==> config.mk <==
export PLATFORM = sky130hd
export DESIGN_NAME = cycle_timer
export DESIGN_NICKNAME = d
export VERILOG_FILES = /design/src/rtl/cycle_timer.sv
export SDC_FILE = /design/constraint.sdc
export NUM_CORES = 1
export LEC_CHECK = 0
export ABC_AREA = 0
export BUFFER_PORTS_ARGS = -buffer_cell sky130_fd_sc_hd__buf_2
export CORE_ASPECT_RATIO = 1.25
export CORE_MARGIN = 10
export CORE_UTILIZATION = 45
export CTS_CLUSTER_DIAMETER = 50
export CTS_CLUSTER_SIZE = 20
export DETAILED_ROUTE_END_ITERATION = 8
export PLACE_DENSITY_LB_ADDON = 0.3
export RECOVER_POWER = 50
export SYNTH_ARGS = -nofsm -noshare
export SYNTH_HDL_FRONTEND = slang
export SYNTH_SLANG_ARGS = --single-unit
==> constraint.sdc <==
create_clock -name i_clk -period 3.3 [get_ports i_clk]
set_input_delay 0.165 -clock i_clk [delete_from_list [all_inputs] [get_ports i_clk]]
set_output_delay 0.165 -clock i_clk [all_outputs]
set_load 0.005 [all_outputs]
==> src/rtl/cycle_timer.sv <==
// Prescaled free-running timestamp plus CH independent timeout channels with a sticky finish request.
// Optional per-channel timestamp capture is compiled in when TIMER_CAPTURE_EN is defined.

module cycle_timer_ch #(
    parameter int CNT_W = 32
) (
    input  logic             i_clk,
    input  logic             i_rst_n,
    input  logic             i_en,
    input  logic             i_tick,
    input  logic             i_start,
    input  logic             i_stop,
    input  logic [CNT_W-1:0] i_limit,
    output logic             o_busy,
    output logic             o_expired,
    output logic             o_exp_nxt
);
    typedef enum logic [1:0] {S_IDLE, S_RUN, S_EXP} state_t;

    state_t           r_state, w_state_nxt;
    logic [CNT_W-1:0] r_cnt, w_cnt_nxt;
    logic [CNT_W-1:0] r_lim, w_lim_nxt;
    logic             r_exp, w_exp_nxt;
    logic [CNT_W-1:0] w_inc;

    assign w_inc = r_cnt + CNT_W'(1);

    always_ff @(posedge i_clk) begin
        if (!i_rst_n) begin
            r_state <= S_IDLE;
            r_cnt   <= '0;
            r_lim   <= '0;
            r_exp   <= 1'b0;
        end else begin
            r_state <= w_state_nxt;
            r_cnt   <= w_cnt_nxt;
            r_lim   <= w_lim_nxt;
            r_exp   <= w_exp_nxt;
        end
    end

    // Priority: stop, then start (restart suppresses a coincident expiry), then counting.
    always_comb begin
        w_state_nxt = r_state;
        w_cnt_nxt   = r_cnt;
        w_lim_nxt   = r_lim;
        w_exp_nxt   = 1'b0;
        if (i_stop) begin
            w_state_nxt = S_IDLE;
            w_cnt_nxt   = '0;
        end else if (i_start) begin
            w_state_nxt = S_RUN;
            w_cnt_nxt   = '0;
            w_lim_nxt   = i_limit;
        end else if (r_state == S_RUN && i_en) begin
            if (r_lim == '0) begin
                w_state_nxt = S_EXP;
                w_exp_nxt   = 1'b1;
            end else if (i_tick) begin
                w_cnt_nxt = w_inc;
                if (w_inc == r_lim) begin
                    w_state_nxt = S_EXP;
                    w_exp_nxt   = 1'b1;
                end
            end
        end
    end

    assign o_busy    = (r_state == S_RUN);
    assign o_expired = r_exp;
    assign o_exp_nxt = w_exp_nxt;
endmodule

module cycle_timer #(
    parameter int CNT_W   = 32,
    parameter int PRESC_W = 8,
    parameter int CH      = 4
) (
    input  logic                i_clk,
    input  logic                i_rst_n,
    input  logic                i_en,
    input  logic [PRESC_W-1:0]  i_presc_div,
    output logic                o_tick,
    output logic [CNT_W-1:0]    o_ts,
    output logic                o_ts_wrap,
    input  logic [CH-1:0]       i_ch_start,
    input  logic [CH-1:0]       i_ch_stop,
    input  logic [CH*CNT_W-1:0] i_ch_limit,
    output logic [CH-1:0]       o_ch_busy,
    output logic [CH-1:0]       o_ch_expired,
    output logic                o_finish_req,
    input  logic                i_finish_clr
`ifdef TIMER_CAPTURE_EN
    ,
    input  logic [CH-1:0]       i_cap_evt,
    output logic [CH*CNT_W-1:0] o_cap_ts,
    output logic [CH-1:0]       o_cap_valid
`endif
);
    logic [PRESC_W-1:0] r_presc_cnt;
    logic               r_tick;
    logic [CNT_W-1:0]   r_ts;
    logic               r_ts_wrap;
    logic               r_finish;
    logic               w_fire;
    logic [CH-1:0]      w_exp_nxt;

    // >= lets a lowered divider take effect on the next enabled cycle.
    assign w_fire = i_en && (r_presc_cnt >= i_presc_div);

    always_ff @(posedge i_clk) begin
        if (!i_rst_n) begin
            r_presc_cnt <= '0;
            r_tick      <= 1'b0;
            r_ts        <= '0;
            r_ts_wrap   <= 1'b0;
        end else begin
            r_tick    <= w_fire;
            r_ts_wrap <= w_fire && (&r_ts);
            if (w_fire) begin
                r_presc_cnt <= '0;
                r_ts        <= r_ts + CNT_W'(1);
            end else if (i_en) begin
                r_presc_cnt <= r_presc_cnt + PRESC_W'(1);
            end
        end
    end

    genvar g;
    generate
        for (g = 0; g < CH; g++) begin : g_ch
            cycle_timer_ch #(.CNT_W(CNT_W)) u_ch (
                .i_clk     (i_clk),
                .i_rst_n   (i_rst_n),
                .i_en      (i_en),
                .i_tick    (r_tick),
                .i_start   (i_ch_start[g]),
                .i_stop    (i_ch_stop[g]),
                .i_limit   (i_ch_limit[g*CNT_W +: CNT_W]),
                .o_busy    (o_ch_busy[g]),
                .o_expired (o_ch_expired[g]),
                .o_exp_nxt (w_exp_nxt[g])
            );
        end
    endgenerate

    // A new expiry outranks a coincident clear.
    always_ff @(posedge i_clk) begin
        if (!i_rst_n)         r_finish <= 1'b0;
        else if (|w_exp_nxt)  r_finish <= 1'b1;
        else if (i_finish_clr) r_finish <= 1'b0;
    end

`ifdef TIMER_CAPTURE_EN
    logic [CH*CNT_W-1:0] r_cap_ts;
    logic [CH-1:0]       r_cap_valid;

    always_ff @(posedge i_clk) begin
        if (!i_rst_n) begin
            r_cap_ts    <= '0;
            r_cap_valid <= '0;
        end else begin
            for (int i = 0; i < CH; i++) begin
                if (i_cap_evt[i]) begin
                    r_cap_ts[i*CNT_W +: CNT_W] <= r_ts;
                    r_cap_valid[i]             <= 1'b1;
                end else if (i_ch_start[i]) begin
                    r_cap_valid[i] <= 1'b0;
                end
            end
        end
    end

    assign o_cap_ts    = r_cap_ts;
    assign o_cap_valid = r_cap_valid;
`endif

    assign o_tick       = r_tick;
    assign o_ts         = r_ts;
    assign o_ts_wrap    = r_ts_wrap;
    assign o_finish_req = r_finish;
endmodule

==> flow_summary.yaml <==
setup_path:
  worst-path-max-fanout: 7
  worst_path_max_delay_cell: "or4_4"
  worstPathCellList: "nand3_2, or4_4, or4b_4, and2_0, o211ai_1, a22oi_1, a31oi_2, nor3_2, o31a_1"
  worstSetupEndpointType: "flop"
  max_stage_delay_ps: 610
  worst_ep_required_time_ps: 3730
  critPathArrivalTime_ps: 3550
  critPathKind: "flop to flop"
  worst_setup_path_start_kind: "flop"
floorplanning:
  die_area_mm2: 0.0462
  die_h_um: 238
  core_mm2: 0.0374
  die_w_um: 194
  rows: 79
  num_io_pins: 191
  start_util_pct: 45.7
clock_tree:
  insertion_delay_ps: 540
  cts_buffer_depth: 3
  post_cts_buffers: 0
  clock-sinks: 311
  cts_max_level: 2
  ctsRootBufferMaster: "clkbuf_16"
  cts_tree: "yes"
  path_clk_slew_ps: 70
  cts_buffers: 36
power_and_ir_drop:
  p_leak_nw: 7.46
  p_sw_w: 0.00226
  fin_total_pwr_w: 0.00881
  power_frac_seq_pct: 44.6
  powerDensity_mw_per_mm2: 417
  clkPwrFrac_pct: 47.1
  switching_share_pct: 25.7
  internal-power_w: 0.00655
  combPwrFrac_pct: 8.3
  ir_drop_mv: 0.401
timing:
  report.final.slew_viol_count: 66
  min_period_ps: 3120
  finalSetupViolations: 0
  hold_viol: 0
  tightestPinTransition_ps: 2060
  skew_ps: 17.1
  timing.final.crit_share_pct: 94.6
  fin_setup_tns_ps: 0
  hold_ws_ps: 30.2
  fmax_ghz: 0.320
  slew_headroom_pct: -37.6
synthesis:
  synth_edf_count: 0
  netlist_instances: 2222
  ys_warn_count: 0
  async_flop_share_pct: 0
  synth_top_flop_cell: "dfxtp_1"
  synth_seq_cells: 311
  ys_types: 77
  syn-num-nets: 2384
  syn_area_per_cell_um2: 7.68
  syn_area_mm2: 0.0171
  seq_area_frac_synth_pct: 36.5
cells_and_area:
  area_delta_synth_final_pct: 23.7
  drive_above_1_share_pct: 11.6
  finish.utilization_pct: 56.5
  nets: 2677
  design_area_mm2: 0.0211
grt:
  track_usage_pct: 21.8
  grt_pass1_vias: 16500
  antenna_found_initial: 2
  grt_first_pass_wirelength_um: 85100
  overflow: 0
  grt_max_degree: 118
placed_design:
  port_buffers: 190
  dpl_cell_area_mm2: 0.0186
  hpwl_um: 38500
  gp_congestion: 0.950
routing:
  ant_nets: 0
  dr.pass1.iters: 5
  route.vias.total: 16800
  avgViaCountPerCell: 5.55
  route.detailed.drc: 0
  drtIter0Drc: 1159
  wl_um: 52700
  routedWlPerCell_um: 17.4
outcome:
  violations: "max-capacitance violations, max-slew violations"
  status: "finished, violations left"
run:
  max_cap_viol_count: 2
worst_hold_path:
  hp-class: "input port to flop"
-- cells by family after synthesis --
family / synth area share, %
compound gates: 12.3
flops: 36.5
buf+inv: 4.08
mux: 1.08
fa+ha+maj: 1.03
simple gates: 30.8
xor+xnor: 14.2
-- sequential cells by signal (all words and copies together) (netlist names) --
name / cells
g_ch.u_ch.r_cnt: 128
g_ch.u_ch.r_lim: 128
o_ts: 32
g_ch.u_ch.r_state: 8
r_presc_cnt: 8
g_ch.u_ch.o_expired: 4
o_finish_req: 1
o_tick: 1
o_ts_wrap: 1
-- metrics by stage --
stage | instances | setup slack, ps
after floorplan | 2222 | 320
after global placement | 2827 | 174
after detailed placement | 2827 | 73.3
after CTS | 3029 | 23.2
after global routing | 3031 | -4.79
final | 3031 | 179
-- placed cells by master, fill, tap and decap left out, types with 71 or more instances in the layout --
cell type and n:
xnor2_1 152, xor2_1 124, dlygate4sd3_1 136, nand4_1 75
a21oi_1 200, buf_2 144, nand3_1 71, dfxtp_1 311
nor2_1 195, nand2_1 398
-- synthesized netlist by cell type (12+ instances only) --
cell type  instances  area (um2)
clkbuf_1          95         357
ha_1              14         175
buf_2             16        80.1
dfxtp_1          311        6230
nor2_1           196         736
xnor2_1          152        1330
a31oi_1           13        81.3
inv_1             41         154
nand4_1           75         469
nand3_1           71         355
xor2_1           124        1090
or3_1             50         313
and3_1            36         225
and2_1            17         106
a21oi_1          200        1000
o21ai_0           50         250
nand2_1          398        1490
or4_1             21         158
nor3_1            59         295
nor2b_1           15        93.8
o31ai_1           12        90.1
mux2i_1           15         150
nor4_1            69         432
nand2b_1          12        75.1
-- timing repair --
action                     in CTS  in global routing
gates resized for setup         0                  9
setup endpoints to repair       0                  5
hold endpoints to repair      132                  0
hold buffers                  136                  0
-- power groups by stage --
stage,clock network (W),registers [W],logic (W)
after floorplan,0,0.00397,0.000394
after global routing,0.00440,0.00394,0.000814
after detailed placement,0,0.00401,0.000598
after global placement,0,0.00401,0.000590
final,0.00415,0.00393,0.000734
after CTS,0.00425,0.00393,0.000726
-- worst max-delay path: cells and delay by family, from the launching register on --
kind               cells  cell delay (ps)
AOI/OAI and AO/OA      4              910
and+or+nand+nor        5             1620
DFF                    1              470
-- path summary, 6_finish.rpt --
kind / from / end / cells past startpoint / slack, ps
max: g_ch[1].u_ch.r_cnt[3]$_SDFFE_PP0P_ / o_finish_req$_SDFFE_PN0P_ / 9 / 180
min: i_rst_n / o_finish_req$_SDFFE_PN0P_ / 2 / 30
max reg2reg: g_ch[1].u_ch.r_cnt[3]$_SDFFE_PP0P_ / o_finish_req$_SDFFE_PN0P_ / 9 / 180
min reg2reg: g_ch[0].u_ch.r_state[1]$_SDFFE_PP0P_ / g_ch[0].u_ch.r_state[1]$_SDFFE_PP0P_ / 2 / 440
-- routing by layer --
| layer | GRT usage (%) | vias to the layer above | routed length (um) |
|---|---|---|---|
| li1 | - | 8333 | - |
| met1 | 25.2 | 7917 | 21500 |
| met2 | 38.3 | 460 | 26200 |
| met3 | 4.41 | 127 | 3020 |
| met4 | 9.64 | 0 | 1970 |
| met5 | 0 | - | 0 |
-- area by class of cell --
type,count,area (um2)
antenna,2,5.00
fill,3499,16300
clock inverter,24,259
timing repair buffer,385,2680
inverter,42,160
clock buffer,42,975
sequential,311,6230
tap,486,608
multi-input combinational,1739,10200
No activity file was read; power rests on OpenSTA's default activity.
